==> config.mk <==
export PLATFORM = sky130hd
export DESIGN_NAME = if_id_skid_reg
export DESIGN_NICKNAME = d
export VERILOG_FILES = /design/src/rtl/rv32i_pkg.sv /design/src/rtl/pipe_slot.sv /design/src/rtl/if_id_skid_reg.sv
export SDC_FILE = /design/constraint.sdc
export NUM_CORES = 1
export LEC_CHECK = 0
export BUFFER_PORTS_ARGS = -buffer_cell sky130_fd_sc_hd__clkbuf_2
export CELL_PAD_IN_SITES_DETAIL_PLACEMENT = 0
export CELL_PAD_IN_SITES_GLOBAL_PLACEMENT = 1
export CORE_MARGIN = 2
export CORE_UTILIZATION = 41
export CTS_BUF_LIST = sky130_fd_sc_hd__clkbuf_4
export DETAILED_ROUTE_END_ITERATION = 12
export PLACE_DENSITY_LB_ADDON = 0.1
export REMOVE_ABC_BUFFERS = 1
export SYNTH_ARGS = -nofsm -noshare
export SYNTH_HDL_FRONTEND = slang
export SYNTH_SLANG_ARGS = --single-unit
==> constraint.sdc <==
create_clock -name clk -period 4.3 [get_ports clk]
set_input_delay 0.215 -clock clk [delete_from_list [all_inputs] [get_ports clk]]
set_output_delay 0.215 -clock clk [all_outputs]
set_load 0.02 [all_outputs]
==> src/rtl/rv32i_pkg.sv <==
// Shared constants for the rv32i core: canonical NOP, IF/ID buffer state encoding and XLEN.
package rv32i_pkg;

  localparam int          XLEN      = 32;
  localparam logic [31:0] NOP_INSTR = 32'h0000_0013;

  // Encoded as {main_valid, skid_valid}; 2'b01 is unreachable.
  localparam logic [1:0]  ST_EMPTY  = 2'b00;
  localparam logic [1:0]  ST_ONE    = 2'b10;
  localparam logic [1:0]  ST_FULL   = 2'b11;

endpackage

==> src/rtl/pipe_slot.sv <==
// One buffer entry: valid bit plus payload, payload written only on load.
module pipe_slot #(
  parameter int W = 64
) (
  input  logic         clk,
  input  logic         rst,
  input  logic         load,
  input  logic         clear_valid,
  input  logic [W-1:0] d,
  output logic         vld,
  output logic [W-1:0] q
);

  // clear_valid wins so a flush never leaves a stale entry marked valid.
  always_ff @(posedge clk or posedge rst) begin
    if (rst)              vld <= 1'b0;
    else if (clear_valid) vld <= 1'b0;
    else if (load)        vld <= 1'b1;
  end

  always_ff @(posedge clk or posedge rst) begin
    if (rst)       q <= '0;
    else if (load) q <= d;
  end

endmodule

==> src/rtl/if_id_skid_reg.sv <==
// IF->ID pipeline register: two-entry skid buffer with flush and a saturating bubble counter.
module if_id_skid_reg #(
  parameter int XLEN  = rv32i_pkg::XLEN,
  parameter int CNT_W = 16
) (
  input  logic             clk,
  input  logic             rst,
  input  logic             flush,
  input  logic             in_valid,
  output logic             in_ready,
  input  logic [XLEN-1:0]  in_pc,
  input  logic [31:0]      in_instr,
  output logic             out_valid,
  input  logic             out_ready,
  output logic [XLEN-1:0]  out_pc,
  output logic [31:0]      out_instr,
  output logic [CNT_W-1:0] bubble_cnt
);
  import rv32i_pkg::*;

  localparam int               PW      = XLEN + 32;
  localparam logic [CNT_W-1:0] CNT_ONE = {{(CNT_W-1){1'b0}}, 1'b1};

  function automatic logic [CNT_W-1:0] sat_inc(input logic [CNT_W-1:0] v);
    return (&v) ? v : v + CNT_ONE;
  endfunction

  logic          main_vld_p0, skid_vld_p0;
  logic [PW-1:0] main_q_p0, skid_q_p0, main_d;
  logic          main_load, main_clr, main_from_skid;
  logic          skid_load, skid_clr;
  logic          in_fire, out_fire;
  logic [1:0]    state;

  assign state    = {main_vld_p0, skid_vld_p0};
  assign in_ready = ~skid_vld_p0;
  assign in_fire  = in_valid & in_ready & ~flush;
  assign out_fire = main_vld_p0 & out_ready;

  // Next-state/control decode; the state register is the pair of slot valid bits.
  always_comb begin
    main_load      = 1'b0;
    main_clr       = 1'b0;
    main_from_skid = 1'b0;
    skid_load      = 1'b0;
    skid_clr       = 1'b0;
    if (flush) begin
      main_clr = 1'b1;
      skid_clr = 1'b1;
    end else begin
      case (state)
        ST_EMPTY: main_load = in_fire;
        ST_ONE: begin
          if (in_fire && out_fire)  main_load = 1'b1;
          else if (in_fire)         skid_load = 1'b1;
          else if (out_fire)        main_clr  = 1'b1;
        end
        ST_FULL: begin
          if (out_fire) begin
            main_load      = 1'b1;
            main_from_skid = 1'b1;
            skid_clr       = 1'b1;
          end
        end
        default: begin
          main_clr = 1'b1;
          skid_clr = 1'b1;
        end
      endcase
    end
  end

  assign main_d = main_from_skid ? skid_q_p0 : {in_pc, in_instr};

  pipe_slot #(.W(PW)) u_main (
    .clk         (clk),
    .rst         (rst),
    .load        (main_load),
    .clear_valid (main_clr),
    .d           (main_d),
    .vld         (main_vld_p0),
    .q           (main_q_p0)
  );

  pipe_slot #(.W(PW)) u_skid (
    .clk         (clk),
    .rst         (rst),
    .load        (skid_load),
    .clear_valid (skid_clr),
    .d           ({in_pc, in_instr}),
    .vld         (skid_vld_p0),
    .q           (skid_q_p0)
  );

  // Output stage: ID sees a NOP whenever nothing valid is held.
  assign out_valid = main_vld_p0;
  assign out_pc    = main_q_p0[PW-1:32];
  assign out_instr = main_vld_p0 ? main_q_p0[31:0] : NOP_INSTR;

  always_ff @(posedge clk or posedge rst) begin
    if (rst)               bubble_cnt <= '0;
    else if (!main_vld_p0) bubble_cnt <= sat_inc(bubble_cnt);
  end

endmodule

# Yosys cells after proc, flatten, opt, wreduce, memory -nomap -nowiden

Index checks and enable logic that the tools add are counted.

Register bits after elaboration: 146
Latch bits: 0
RAM bits: 0
Bits in read-only memories: 0
Output and inout bits: 82
Memories: 0

Add/subtract/negate cells: 1
$mul: 0
Divide/modulo/power cells: 0
Magnitude comparators: 0
Equal/unequal tests: 2
Shift operators: 0
Mux-type cells: 22
Bitwise gates (word level): 7
Reduce and logical (&&, ||, !) cells: 8

Operators with widths:

| operator                | number |
|---|---|
| $mux W64                | 1 |
| $mux W32                | 1 |
| $mux W1                 | 17 |
| $add A16 B1 Y16 const B | 1 |
| $reduce_and A16 Y1      | 1 |
| $eq A2 B2 Y1 const B    | 2 |
| $not A1 Y1              | 4 |
| $pmux W1 S2             | 2 |
| $reduce_bool A2 Y1      | 2 |
| $reduce_or A2 Y1        | 2 |
| $and A1 B1 Y1           | 3 |
| $pmux W1 S3             | 1 |
| $logic_not A2 Y1        | 1 |
| $reduce_and A2 Y1       | 1 |
| $logic_and A1 B1 Y1     | 1 |

# Longest topological paths before layout

Word-level depth: 9
Mapped depth: 9

# Cells and area by module

From an unflattened synthesis, not the netlist that was laid out.

Cells, all modules: 474
Area, all modules: 7,188.1 µm²

By module, submodules not included:

| module         | instances | cells each | area an instance (µm²) | seq. area each (µm²) |
|---|---|---|---|---|
| pipe_slot      | 2         | 138        | 2,617.5                | 1,626.6 |
| if_id_skid_reg | 1         | 198        | 1,953.1                | 400.4 |

# Worst setup path after synthesis

No wires, ideal clock.

Path kind: register to register
Start: register u_main.vld
End: register u_main.q[36]
Arrival: 2.103 ns
Slack: 2.073 ns
Stages on the path, launching flop included: 8
Clock period less this slack: 2.227 ns
Cell sequence: dfrtp_1 -> buf_2 -> inv_1 -> ha_1 -> o41ai_2 -> buf_4 -> buf_6 -> mux2_2

Cells in the longest elaborated chain, start to end: 5
Elaborated cells between the ends (all ways): 12

Ends and longest elaborated chain:

| element                                        | RTL line                                   | source |
|---|---|---|
| start: declaration                             | pipe_slot.sv:10                            | `output logic vld,` |
| start signal: assignment                       | pipe_slot.sv:16                            | `if (rst) vld <= 1'b0;` |
| start signal: assignment                       | pipe_slot.sv:17                            | `else if (clear_valid) vld <= 1'b0;` |
| start signal: assignment                       | pipe_slot.sv:18                            | `else if (load) vld <= 1'b1;` |
| $and A1 B1 Y1                                  | if_id_skid_reg.sv:38                       | `assign out_fire = main_vld_p0 & out_ready;` |
| $logic_and A1 B1 Y1 or $mux W1 (tied branches) | if_id_skid_reg.sv:54, if_id_skid_reg.sv:59 |  |
| $mux W1, on equally long branches              | if_id_skid_reg.sv:54, if_id_skid_reg.sv:51 |  |
| $pmux W1 S3 or $mux W1 (tied branches)         | if_id_skid_reg.sv:51, if_id_skid_reg.sv:47 |  |
| $mux W1 or $mux W64 (tied branches)            | if_id_skid_reg.sv:47, if_id_skid_reg.sv:73 |  |
| end signal: assignment                         | pipe_slot.sv:22                            | `if (rst) q <= '0;` |
| end signal: assignment                         | pipe_slot.sv:23                            | `else if (load) q <= d;` |
| end: declaration                               | pipe_slot.sv:11                            | `output logic [W-1:0] q` |

Several ways; a longest one is shown, not always the timed one.
A chain may end at the register's enable or synchronous reset.

# Worst setup path in the final report

Start: register u_main.vld
End: register u_main.q[8]

Same word-level chain as after synthesis.

==> results_dict.tcl <==
set metrics [dict create \
    status "finished, final reports clean" \
    drcViolationCount 0 \
    final_common_cell "mux2_2" \
    layout.nets 759 \
    vias 4491 \
    critPathKind "register to register" \
    max_slew_margin 0.309 \
    fmax_ghz 0.354 \
    hold_viol_final 0 \
    numPortBuffers 150 \
    core_um2 16600 \
    grt_use_total 0.169 \
    worst_path_max_delay_cell "dfrtp_1" \
    critical_path.endpoint_type "register" \
    synth-seq-cells 146 \
    p_per_area_nw_per_um2 487 \
    postCtsSetupBuffers 0 \
    initial_core_util 0.419 \
    clk_pin_slew_ns 0.11 \
    pre_cts_ws_ns 1.42 \
    rr_worst_depth 5 \
    hold_depth 3 \
    fin_crit_sh 0.658 \
    report.final.slew_viol_count 0 \
    drt-total-wl_um 14500 \
    crit_required_ns 4.71 \
    die_height_um 134 \
    tightestPinTransition_ns 1.04 \
    globalRoute.totalOverflow 0 \
    syn_area_per_cell_um2 13.9 \
    cts-resized-gates 0 \
    final_layout_size_suffix_gt1_frac 0.529 \
    syn_inst 501 \
    startpoint_type "register" \
    cts_hold_buf 66 \
    crit_fanout 50 \
    ys_warn_count 0 \
    clock_sinks 146 \
    cpPeakStageDelay_ns 0.71 \
    wl_per_cell_um 15.8 \
    p_leak_nw 3.98 \
    max-vdd-ir-drop_mv 0.201 \
    dp.final_hpwl_um 9240 \
    rsz0062_at_grt "false" \
    netlist_area_um2 6950 \
    path_cells "inv_1, ha_1, o41ai_4, buf_4, mux2_2" \
    dr.pass1.iters 4 \
    setup-violations-final 0 \
    fillCellCount 1527 \
    tns_ns 0 \
    synthTopCellsByArea "dfrtp_1 53%, mux2_2 29%, buf_4 3.6%" \
    syn_to_final_growth_pct 23.4 \
    die_area_um2 18000 \
    vias_per_cell 4.89 \
    cap_violations 0 \
    grt_max_degree 66 \
    clk_latency_ns 0.53 \
    place.gp.congestion 0.728 \
    ant_nets 0 \
    grt_pass1_vias 4738 \
    critPathArrivalTime_ns 3.24 \
    synth.distinct_cells 30 \
    root_buffer "clkbuf_4" \
    fin_skew_ns 0.0139 \
    post-route-min-period_ns 2.83 \
    cts_tree "done" \
    synth.top_cell.area_share 0.525 \
    antenna_found_initial 1 \
    min_path_type "input pin to register" \
    ys_seq_area_frac 0.525 \
    clockBufferDepth 2 \
    fin_area_um2 8580 \
    place_area_um2 7650 \
    grt_pass1_wl_um 23800 \
    layout_common_cells "177 x mux2_2, 150 x clkbuf_2, 146 x dfrtp_1" \
    yosys.area.top_type "dfrtp_1" \
    worst_slack_ns 1.47 \
    utilization 0.517 \
    pin_count 151 \
    drt_iter0_drc 126 \
    numCtsBuffers 17 \
    fp-row-count 47 \
    chipWidth_um 134 \
    htreeDepth 4 \
]
## critical path, delay by kind of cell (launching register included)
kind | cells | cell delay (ns)
multiplexers | 1 | 0.41
flip-flops | 1 | 0.71
buffers and inverters | 2 | 0.91
AO/OA/AOI/OAI | 1 | 0.36
adder cells (fa/ha/maj) | 1 | 0.32
## through the flow
step	hold WS, ns	power (mW)	std cells
after floorplan	0.366	2.95	442
after global placement	0.306	3.27	819
after detailed placement	0.321	3.35	819
after CTS	0.0143	4.25	916
after global routing	0.0583	4.47	917
final	0.0844	4.18	918
## layout make-up
cell class                      instances  area, um^2  share of cell area
Timing Repair Buffer                  223        1460               0.171
Clock buffer                           20         150              0.0175
Tap cell                              220         275              0.0321
Clock inverter                         11         115              0.0134
Multi-Input combinational cell        293        2900               0.338
Sequential cell                       146        3650               0.426
Antenna cell                            2        5.00            0.000583
Inverter                                3        16.3             0.00190
## routing by layer
metal / share of wire / wire length, um / global-route usage / vias to the layer above
met1: 0.44 / 6360 / 0.206 / 2266
met5: 0 / 0 / 0 / -
met4: 0.011 / 154 / 0.0491 / 0
li1: - / - / - / 2106
met3: 0.058 / 840 / 0.0567 / 15
met2: 0.49 / 7160 / 0.286 / 104
## final timing paths
kind / startpoint / slack [ns] / to
worst max register to register: u_main.vld / 1.47 / u_main.q[8]
worst min register to register: u_main.q[30] / 0.49 / u_main.q[30]
min in group asynchronous: rst / 0.29 / u_main.q[50]
max in group asynchronous: rst / 3.01 / bubble_cnt[4]
worst max-delay path: u_main.vld / 1.47 / u_main.q[8]
worst min-delay path: flush / 0.08 / u_skid.vld
## state kept, by name, summed over array words and instances (netlist names)
register,cells
u_main.q,64
u_skid.vld,1
u_skid.q,64
u_main.vld,1
bubble_cnt,16
## synth_stat cells
| cell | instances |
|---|---|
| mux2i_1 | 2 |
| and2_1 | 31 |
| mux2_2 | 177 |
| nor2_1 | 4 |
| buf_6 | 1 |
| buf_2 | 13 |
| dfrtp_1 | 146 |
| buf_8 | 4 |
| mux2_1 | 17 |
| and4b_1 | 1 |
| nand2b_1 | 3 |
| buf_4 | 33 |
| xnor2_1 | 10 |
| nor3b_2 | 1 |
| a21oi_1 | 4 |
| o21a_1 | 1 |
| and4_1 | 3 |
| nand3_1 | 7 |
| a31oi_1 | 1 |
| and3_1 | 7 |
| nand4_1 | 7 |
| o41ai_2 | 1 |
| clkbuf_1 | 8 |
| ha_1 | 6 |
| a41oi_1 | 1 |
| xor2_1 | 1 |
| inv_1 | 3 |
| a311o_1 | 1 |
| nand2_1 | 6 |
| nand4b_1 | 1 |
## kinds of logic (layout without fill, tap and decap cells)
kind of cell | Yosys count | in the layout | synth area share
adders and majority gates | 6 | 6 | 0.0108
muxes | 196 | 196 | 0.317
AOI/OAI and AO/OA | 9 | 9 | 0.00990
other | 0 | 2 | 0
and+or+nand+nor | 71 | 71 | 0.0619
xor gates and xnor gates | 11 | 11 | 0.0139
buffers and inverters | 62 | 257 | 0.0612
DFF | 146 | 146 | 0.525
## power breakdown
group / internal, mW / switching, mW
clock: 0.356 / 0.483
sequential: 1.90 / 0.286
combinational: 0.621 / 0.539
total: 2.87 / 1.31
Power figures use the tool's default switching activity.
